==> config.mk <==
export PLATFORM = sky130hd
export DESIGN_NAME = hex_display_bank_flat
export DESIGN_NICKNAME = d
export VERILOG_FILES = /design/src/rtl/hex_disp_pkg.sv /design/src/rtl/hex_display_bank_if.sv /design/src/rtl/hex_seg_lut.sv /design/src/rtl/hex_display_bank.sv /design/src/flat_wrapper.sv
export SDC_FILE = /design/constraint.sdc
export NUM_CORES = 1
export LEC_CHECK = 0
export CAP_MARGIN = 20
export CORE_MARGIN = 5
export CORE_UTILIZATION = 50
export DETAILED_ROUTE_END_ITERATION = 7
export MAX_ROUTING_LAYER = met4
export PLACE_DENSITY = 0.8
export SYNTH_ARGS = -nofsm -noshare
export SYNTH_HDL_FRONTEND = slang
export SYNTH_HIERARCHICAL = 1
export SYNTH_SLANG_ARGS = --single-unit
==> constraint.sdc <==
create_clock -name clk -period 4.4 [get_ports clk]
set_clock_uncertainty 0.05 [all_clocks]
set_input_delay 0.88 -clock clk [delete_from_list [all_inputs] [get_ports clk]]
set_output_delay 0.88 -clock clk [all_outputs]
set_load 0.05 [all_outputs]
==> src/rtl/hex_disp_pkg.sv <==
// ---------------------------------------------------------------------------
// | Module      : hex_disp_pkg                                              |
// | Description : Shared constants for the multi-digit hex display bank:    |
// |               blank pattern, active-low 7-seg lookup table, and the     |
// |               decoder state encoding.                                   |
// | Revision    : 1.0 - initial release                                     |
// ---------------------------------------------------------------------------
`default_nettype none

package hex_disp_pkg;

  // All segments off (active-low outputs).
  localparam logic [6:0] SEG_BLANK = 7'h7F;

  // Hex digit -> segments g..a, 0 = lit.
  localparam logic [6:0] SEG_LUT [16] = '{
    7'h40, 7'h79, 7'h24, 7'h30, 7'h19, 7'h12, 7'h02, 7'h78,
    7'h00, 7'h10, 7'h08, 7'h03, 7'h46, 7'h21, 7'h06, 7'h0E
  };

  typedef enum logic [0:0] {
    IDLE   = 1'b0,
    DECODE = 1'b1
  } state_t;

endpackage

`default_nettype wire

==> src/rtl/hex_display_bank_if.sv <==
// ---------------------------------------------------------------------------
// | Module      : hex_display_bank_if                                       |
// | Description : valid/ready input bus carrying a packed NUM_DIGITS x 4-bit|
// |               value into the hex display bank.                          |
// | Revision    : 1.0 - initial release                                     |
// ---------------------------------------------------------------------------
`default_nettype none

interface hex_display_bank_if #(
  parameter int NUM_DIGITS = 6
);
  logic [4*NUM_DIGITS-1:0] in_data;
  logic                    in_valid;
  logic                    in_ready;

  modport master (output in_data, output in_valid, input  in_ready);
  modport slave  (input  in_data, input  in_valid, output in_ready);
endinterface

`default_nettype wire

==> src/rtl/hex_seg_lut.sv <==
// ---------------------------------------------------------------------------
// | Module      : hex_seg_lut                                               |
// | Description : Combinational 4-bit hex digit to active-low 7-segment     |
// |               pattern (bit6..0 = g..a).                                 |
// | Revision    : 1.0 - initial release                                     |
// ---------------------------------------------------------------------------
`default_nettype none

module hex_seg_lut
  import hex_disp_pkg::*;
(
  input  logic [3:0] digit,
  output logic [6:0] seg
);

  assign seg = SEG_LUT[digit];

endmodule

`default_nettype wire

==> src/rtl/hex_display_bank.sv <==
// ---------------------------------------------------------------------------
// | Module      : hex_display_bank                                          |
// | Description : Accepts a NUM_DIGITS hex value over valid/ready, decodes  |
// |               one digit per clock into a shadow buffer, then commits    |
// |               all digits at once to active-low 7-seg outputs, with an   |
// |               optional blink mask.                                      |
// | Options     : HEX_DISP_LZB_EN - leading-zero blanking at commit         |
// | Revision    : 1.0 - initial release                                     |
// ---------------------------------------------------------------------------
`default_nettype none

module hex_display_bank
  import hex_disp_pkg::*;
#(
  parameter int NUM_DIGITS = 6,
  parameter int BLINK_DIV  = 2**24
) (
  input  logic                    clk,
  input  logic                    rst_n,
  hex_display_bank_if.slave       bus,
  input  logic                    blink_en,
  output logic [7*NUM_DIGITS-1:0] hex_out,
  output logic                    done
);

  localparam int IW = (NUM_DIGITS > 1) ? $clog2(NUM_DIGITS) : 1;
  localparam int CW = (BLINK_DIV  > 1) ? $clog2(BLINK_DIV)  : 1;

  state_t                  state_q, state_d;
  logic                    accept, commit;
  logic                    ready_q;
  logic                    done_q;
  logic [4*NUM_DIGITS-1:0] data_q;
  logic [IW-1:0]           idx_q;
  logic [3:0]              cur_digit;
  logic [6:0]              lut_seg;
  logic [6:0]              shadow_q [NUM_DIGITS];
  logic [7*NUM_DIGITS-1:0] seg_q, seg_d;
  logic [7*NUM_DIGITS-1:0] hex_q;
  logic [NUM_DIGITS-1:0]   keep;
  logic [CW-1:0]           blink_cnt_q;
  logic                    phase_off_q;

  assign cur_digit = data_q[4*int'(idx_q) +: 4];

  hex_seg_lut u_lut (
    .digit (cur_digit),
    .seg   (lut_seg)
  );

  // State register.
  always_ff @(posedge clk or negedge rst_n) begin
    if (!rst_n) state_q <= IDLE;
    else        state_q <= state_d;
  end

  // Next-state: accept in IDLE, commit on the last digit of DECODE.
  always_comb begin
    state_d = state_q;
    accept  = 1'b0;
    commit  = 1'b0;
    case (state_q)
      IDLE: begin
        if (ready_q && bus.in_valid) begin
          accept  = 1'b1;
          state_d = DECODE;
        end
      end
      DECODE: begin
        if (idx_q == IW'(NUM_DIGITS - 1)) begin
          commit  = 1'b1;
          state_d = IDLE;
        end
      end
      default: state_d = IDLE;
    endcase
  end

  // Ready is registered so it stays low through reset and rises one edge later.
  always_ff @(posedge clk or negedge rst_n) begin
    if (!rst_n) begin
      ready_q <= 1'b0;
      done_q  <= 1'b0;
    end else begin
      ready_q <= (state_d == IDLE);
      done_q  <= commit;
    end
  end

  // Input latch, digit index and shadow buffer fill.
  always_ff @(posedge clk or negedge rst_n) begin
    if (!rst_n) begin
      data_q <= '0;
      idx_q  <= '0;
      for (int i = 0; i < NUM_DIGITS; i++) shadow_q[i] <= SEG_BLANK;
    end else if (accept) begin
      data_q <= bus.in_data;
      idx_q  <= '0;
    end else if (state_q == DECODE) begin
      shadow_q[idx_q] <= lut_seg;
      idx_q           <= commit ? '0 : idx_q + 1'b1;
    end
  end

  // Which digits remain visible at commit (leading zeros optionally blanked).
`ifdef HEX_DISP_LZB_EN
  logic seen_nz;
  always_comb begin
    keep    = '1;
    seen_nz = 1'b0;
    for (int i = NUM_DIGITS - 1; i > 0; i--) begin
      seen_nz = seen_nz | (data_q[4*i +: 4] != 4'h0);
      keep[i] = seen_nz;
    end
  end
`else
  always_comb begin
    keep = '1;
  end
`endif

  // Next segment image: the last digit comes straight from the LUT so the
  // whole value lands in one edge.
  always_comb begin
    seg_d = seg_q;
    if (commit) begin
      for (int i = 0; i < NUM_DIGITS; i++) begin
        if (!keep[i])                seg_d[7*i +: 7] = SEG_BLANK;
        else if (IW'(i) == idx_q)    seg_d[7*i +: 7] = lut_seg;
        else                         seg_d[7*i +: 7] = shadow_q[i];
      end
    end
  end

  // Committed segment register and masked, registered display output.
  always_ff @(posedge clk or negedge rst_n) begin
    if (!rst_n) begin
      seg_q <= {NUM_DIGITS{SEG_BLANK}};
      hex_q <= {NUM_DIGITS{SEG_BLANK}};
    end else begin
      seg_q <= seg_d;
      hex_q <= (blink_en && phase_off_q) ? {NUM_DIGITS{SEG_BLANK}} : seg_d;
    end
  end

  // Free-running blink timer; phase flips each time the counter wraps.
  always_ff @(posedge clk or negedge rst_n) begin
    if (!rst_n) begin
      blink_cnt_q <= '0;
      phase_off_q <= 1'b0;
    end else if (blink_cnt_q == CW'(BLINK_DIV - 1)) begin
      blink_cnt_q <= '0;
      phase_off_q <= ~phase_off_q;
    end else begin
      blink_cnt_q <= blink_cnt_q + 1'b1;
    end
  end

  assign bus.in_ready = ready_q;
  assign hex_out      = hex_q;
  assign done         = done_q;

endmodule

`default_nettype wire
==> src/flat_wrapper.sv <==
// flat-port wrapper written by rule: the top's interface ports become plain ports
module hex_display_bank_flat import hex_disp_pkg::*;
#(
  parameter int NUM_DIGITS = 6,
  parameter int BLINK_DIV  = 2**24
)
  (clk, rst_n, blink_en, hex_out, done, bus_in_data, bus_in_valid, bus_in_ready);
  hex_display_bank_if #(.NUM_DIGITS(NUM_DIGITS)) bus_i ();
  input  logic clk;
  input  logic rst_n;
  input  logic blink_en;
  output logic [7*NUM_DIGITS-1:0] hex_out;
  output logic done;
  input wire logic [$bits(bus_i.in_data)-1:0] bus_in_data;
  input wire logic [$bits(bus_i.in_valid)-1:0] bus_in_valid;
  output wire logic [$bits(bus_i.in_ready)-1:0] bus_in_ready;
  assign bus_i.in_data = bus_in_data;
  assign bus_i.in_valid = bus_in_valid;
  assign bus_in_ready = bus_i.in_ready;
  hex_display_bank #(.NUM_DIGITS(NUM_DIGITS), .BLINK_DIV(BLINK_DIV)) u_core (.clk(clk), .rst_n(rst_n), .bus(bus_i), .blink_en(blink_en), .hex_out(hex_out), .done(done));
endmodule
Word level (Yosys, flattened, before mapping)
Memories as Yosys holds them, arrays and structs flattened.
Cells that the tools add are included.
{"block": "totals", "regBits": 181, "romBits": 112, "out_inout_bits": 44, "elab_cells": 64, "n_memories": 1}
{"block": "classes", "n_addsub": 2, "n_lt_le_gt_ge": 3, "n_eq_ne": 7, "n_shift": 1, "mux": 23, "bitwise": 6, "n_reduce_logical": 6}
{"name": "(no name shown)", "depth": 16, "word_bits": 7, "read_ports": 1, "rd_clocked_by_memory_dff": 0, "wr": 0, "line": "hex_seg_lut.sv:16", "rtl": "assign seg = SEG_LUT[digit];"}
{"operator": "$mux W42", "n": 2}
{"operator": "$mux W7", "n": 9}
{"operator": "$bwmux W42", "n": 1}
{"operator": "$add A24 B1 Y24 const B", "n": 1}
{"operator": "$eq A24 B24 Y1 const B", "n": 1}
{"operator": "$mux W24", "n": 1}
{"operator": "$shiftx A24 B6 Y4", "n": 1}
{"operator": "$demux W7 S3", "n": 1}
{"operator": "$mux W3", "n": 3}
{"operator": "$eq A2 B3 Y1 const A", "n": 2}
{"operator": "$eq A3 B3 Y1 const A", "n": 2}
{"operator": "$ge A5 B5 Y1 const B", "n": 1}
{"operator": "$mux W1", "n": 5}
{"operator": "$not A4 Y5", "n": 1}
{"operator": "$ge A4 B4 Y1 const B", "n": 1}
{"operator": "$lt A4 B1 Y1 const B", "n": 1}
{"operator": "$not A1 Y1", "n": 4}
{"operator": "$not A3 Y4", "n": 1}
{"operator": "$add A3 B1 Y3 const B", "n": 1}
{"operator": "$eq A1 B3 Y1 const A", "n": 1}
{"operator": "$eq A3 B3 Y1 const B", "n": 1}
{"operator": "$logic_and A1 B1 Y1", "n": 3}
{"operator": "$logic_not A3 Y1", "n": 1}
{"operator": "$pmux W1 S2", "n": 1}
{"operator": "2 further kinds", "n": 2}

Longest topological paths before layout
{"block": "depth", "ltp_word": 8, "depth_mapped": 14, "ltp_nobuf": 12}

Cells and area by module
Netlist, hierarchy kept.
{"module": "hex_display_bank", "instances": 1, "cells_each": 510, "area_each_um2": 7009.2, "seq_area_each_um2": 4503.1}
{"module": "hex_seg_lut", "instances": 1, "cells_each": 32, "area_each_um2": 275.3, "seq_area_each_um2": 0.0}

Least setup slack after synthesis
Ideal clock, no wire load.
{"block": "synth_timing", "path_type": "register to register", "from": "reg u_core.idx_q[1]", "to": "reg u_core.hex_q[38], in the netlist u_core/hex_out[38]", "setup_ns": 0.088, "arrival_time_ns": 3.126, "slack_ns": 1.136, "path_stages_with_launch": 12, "n_path_buf": 1, "synth_period_minus_slack_ns": 3.264, "cell_sequence": "dfrtp_1 > clkbuf_1 > clkinv_1 > nor2_1 > a221oi_1 > a21oi_1 > inv_1 > ha_1 > inv_1 > mux4_1 > mux2_2 > nand2b_1"}
{"block": "synth_via", "elab_chain_len": 8}
{"item": "start, declared", "line": "hex_display_bank.sv:34", "rtl": "logic [IW-1:0] idx_q;"}
{"item": "start signal, assigned", "line": "hex_display_bank.sv:101", "rtl": "idx_q <= commit ? '0 : idx_q + 1'b1;"}
{"item": "$shiftx A24 B6 Y4", "line": "hex_display_bank.sv:44", "rtl": "assign cur_digit = data_q[4*int'(idx_q) +: 4];"}
{"item": "named net u_core.cur_digit[0]", "line": "hex_display_bank.sv:35", "rtl": "logic [3:0] cur_digit;"}
{"item": "$not A4 Y5 (not written as such)", "line": "hex_seg_lut.sv:16"}
{"item": "$mem_v2 Z16 W7"}
{"item": "$mux W7 (not written as such) (2 in series)", "line": "hex_seg_lut.sv:16"}
{"item": "named net u_core.lut_seg[3]", "line": "hex_display_bank.sv:36", "rtl": "logic [6:0] lut_seg;"}
{"item": "$mux W7", "line": "hex_display_bank.sv:129", "rtl": "else if (IW'(i) == idx_q) seg_d[7*i +: 7] = lut_seg;"}
{"item": "$mux W42", "line": "hex_display_bank.sv:126", "rtl": "if (commit) begin"}
{"item": "named net u_core.seg_d[38]", "line": "hex_display_bank.sv:38", "rtl": "logic [7*NUM_DIGITS-1:0] seg_q, seg_d;"}
{"item": "$mux W42", "line": "hex_display_bank.sv:142", "rtl": "hex_q <= (blink_en && phase_off_q) ? {NUM_DIGITS{SEG_BLANK}} : seg_d;"}
{"item": "end signal, assigned", "line": "hex_display_bank.sv:139", "rtl": "hex_q <= {NUM_DIGITS{SEG_BLANK}};"}
{"item": "end signal, assigned", "line": "hex_display_bank.sv:142"}
{"item": "end, declared", "line": "hex_display_bank.sv:39", "rtl": "logic [7*NUM_DIGITS-1:0] hex_q;"}
The timed path passes the listed nets, and every way through them passes these cells. The select of a mux whose other input is x is not followed.
A chain may end at the register's enable or synchronous reset.

Worst setup path in the final report
Same ends and word-level chain as after synthesis.

==> impl_metrics.yaml <==
critical_path:
  end_kind: "flip-flop"
  crit_family: "multiplexers"
  path_cells: "clkinv_1 -> nor2_1 -> a221oi_1 -> a21oi_1 -> inv_1 -> ha_1 -> inv_1 -> mux4_1 -> mux2_2 -> nand2b_1"
  arrival_ps: 4100
  critPathMaxStageDelay_ps: 640
  cpMaxStageDelayCell: "mux4_1"
  crit_fanout: 9
  cpMostUsedCell: "inv_1"
  cp-start-kind: "flip-flop"
  critical_path_class: "flip-flop to flip-flop"
  crit_required_ps: 4660
  worst-path-buf-inv: 3
yosys:
  syn-num-nets: 582
  yosys_warnings: 6
  yosys.cell_types.count: 40
  synth_area_sq_um: 7284
  syn_inst: 542
  ys_ff_latch: 174
  yosysSeqAreaShare: 0.6182
  avgSynthCellArea_sq_um: 13.44
grt:
  overflow: 0
  grt_max_degree: 113
  grtUsageTotal: 0.1778
  grt_antenna_before_repair: 0
  grt_pass1_wl_microns: 22960
  grt_pass1_vias: 4648
sta:
  relSlewSlack: 0.2638
  drv_slew: 0
  timing.fmax_ghz: 0.2604
  setup_tns_ps: 0
  tightest_slew_ps: 1096
  hold_viol: 0
  final.period_utilization: 0.8729
  period_needed_ps: 3841
  whs_ps: 428.3
  setup_viol: 0
  grt_setup_unrepaired: "no"
clock_tree:
  clkTransAtPathRegs_ps: 70
  cts.sinks: 174
  worstSkewPairLatency_ps: 420
  cts-root-buf: "clkbuf_16"
  post_cts_buffers: 0
  hold_buffers: 0
  numCtsBuffers: 17
  cts_buffer_depth: 2
  cts_tree: "yes"
  cts_resized: 0
  htreeDepth: 4
finish:
  areaGrowthSynthToFinish_pct: 19.98
  n_antenna_cell: 0
  utilization: 0.6059
  drive_above_1_share: 0.4128
  fin_nets: 652
  nFillCells: 1101
power_and_ir_drop:
  p_sw_mw: 2.665
  leakagePower_nw: 3.762
  power_frac_seq: 0.389
  ir_worst_vdd_uv: 338.0
  switching_share: 0.3709
  p_int_mw: 4.520
  p_per_area_nw_per_um2: 822.2
  combPwrFrac: 0.410
  clockPowerShare: 0.200
routing:
  vias_per_cell: 5.349
  wire_per_inst_microns: 17.08
  drt_iter0_markers: 271
  ant_nets: 0
  post-route-drc-count: 0
  first_pass_iters: 4
  num_vias: 4327
  routed_wl_microns: 13820
place:
  port_buffers: 71
  gp_congestion: 0.8186
  hpwl_microns: 9209
run_status:
  status: "complete, no violations"
floorplan:
  rows: 44
  initial_core_util: 0.5050
  die_h_microns: 130.7
  die_w_microns: 130.7
  core_sq_um: 14420
  dieArea_sq_um: 17080
  num_io_pins: 72
job:
  maxCapViolations: 0
worst_hold_path:
  hp-class: "flip-flop to flip-flop"
-- metrics by stage --
stage / total power, mW / instances / worst slack (ps) / area, sq um
2_1_floorplan: 4.847 / 542 / 1136 / 7284
3_3_place_gp: 5.636 / 777 / 964.2 / 8169
3_5_place_dp: 5.775 / 777 / 613.1 / 8169
4_1_cts: 7.242 / 809 / 583.2 / 8740
5_1_grt: 7.578 / 809 / 272.0 / 8740
6_report: 7.186 / 809 / 559.1 / 8740
-- layer usage --
layer | up-vias | GRT usage | wire length [microns]
met1 | 2197 | 0.2254 | 6000
met2 | 104 | 0.2816 | 7057
met5 | - | - | 0
met3 | 19 | 0.03699 | 566
met4 | 0 | 0.07139 | 191
li1 | 2007 | - | -
-- state kept, by name (all words and copies together) (netlist names) --
name	flops
u_core/done	1
u_core/shadow_q	35
u_core/state_q	1
u_core/seg_q	42
u_core/phase_off_q	1
u_core/hex_out	42
u_core/data_q	24
u_core/idx_q	3
u_core/blink_cnt_q	24
u_core/bus.in_ready	1
-- kinds of logic (layout without fill, tap and decap cells) --
logic type | count (synthesis) | count (layout) | synth area share
flops | 174 | 174 | 0.6182
xor+xnor | 18 | 18 | 0.02164
mux | 118 | 118 | 0.1802
simple gates | 140 | 140 | 0.1046
fa+ha+maj | 12 | 12 | 0.02061
compound gates | 42 | 42 | 0.03332
buf+inv | 38 | 121 | 0.02147
-- cells in the mapped netlist, drive strengths merged --
cell type	instances	area, sq um
nand3b	1	7.510
mux4	1	26.28
a41oi	1	8.760
nand3	10	60.06
a221oi	4	35.03
dfrtp	55	1376
or3b	1	8.760
xor2	7	61.31
a22o	2	17.52
o21ai	21	105.1
nor3	7	46.30
clkbuf	18	67.56
mux2i	25	250.2
mux2	92	1036
and4	4	35.03
nand4	5	31.28
a32o	1	10.01
clkinv	1	3.750
nor2b	1	6.260
or4	3	22.52
nand2b	42	262.8
nor4	2	12.51
or3	3	18.77
buf	9	47.54
nor4b	1	15.01
nor2	25	93.84
inv	10	37.54
and2b	1	8.760
or2	1	6.260
and2	1	6.260
a21oi	12	60.06
nand2	32	120.1
ha	12	150.1
dfstp	119	3127
xnor2	11	96.34
a31oi	1	6.260
-- layout by cell type (no fill, tap or decap), drive strengths merged, types with 2 or more instances in the layout --
cell type,n
clkdlybuf4s50,70
dfrtp,55
inv,16
nand4,5
buf,8
clkinv,5
o21ai,21
mux2,92
nand3,10
nor3,7
nand2,32
clkbuf,18
xor2,7
nand2b,42
a21oi,12
or3,3
xnor2,11
or4,3
nor2,25
nor4,2
clkinvlp,3
mux2i,25
a221oi,4
ha,12
and4,4
a22o,2
dfstp,119
-- worst register-to-register path: stages (launching register included) --
cell	delay (ps)
dfrtp_1	520
clkinv_1	330
nor2_1	480
a221oi_1	170
a21oi_1	460
inv_1	210
ha_1	320
inv_1	40
mux4_1	640
mux2_2	340
nand2b_1	160
-- path summary, 6_finish.rpt --
kind	depth (start not counted)	endpoint	start	slack (ps)
worst max register to register	10	u_core/hex_out[38]	u_core/idx_q[1]	560
worst min register to register	1	u_core/phase_off_q	u_core/phase_off_q	430
worst max-delay path	10	u_core/hex_out[38]	u_core/idx_q[1]	560
max in group asynchronous	2	u_core/hex_out[26]	rst_n	2760
worst min-delay path	1	u_core/phase_off_q	u_core/phase_off_q	430
min in group asynchronous	1	u_core/done	rst_n	520
-- area by class of cell --
cell class	instances	area [sq um]	share of cell area
Tap cell	184	230.2	0.02634
Clock inverter	14	131.4	0.01503
Clock buffer	18	439.2	0.05025
Sequential cell	174	4503	0.5152
Inverter	11	41.29	0.004724
Multi-Input combinational cell	330	2630	0.3009
Timing Repair Buffer	78	764.5	0.08747
-- power groups by stage --
stage                     registers (mW)  logic (mW)  clock network [mW]
final                               2.80        2.95                1.44
after floorplan                     3.31        1.54                   0
after global placement              2.79        2.84                   0
after detailed placement            2.82        2.95                   0
after global routing                2.87        3.17                1.54
after CTS                           2.80        2.97                1.47
No activity file was read; power rests on OpenSTA's default activity.
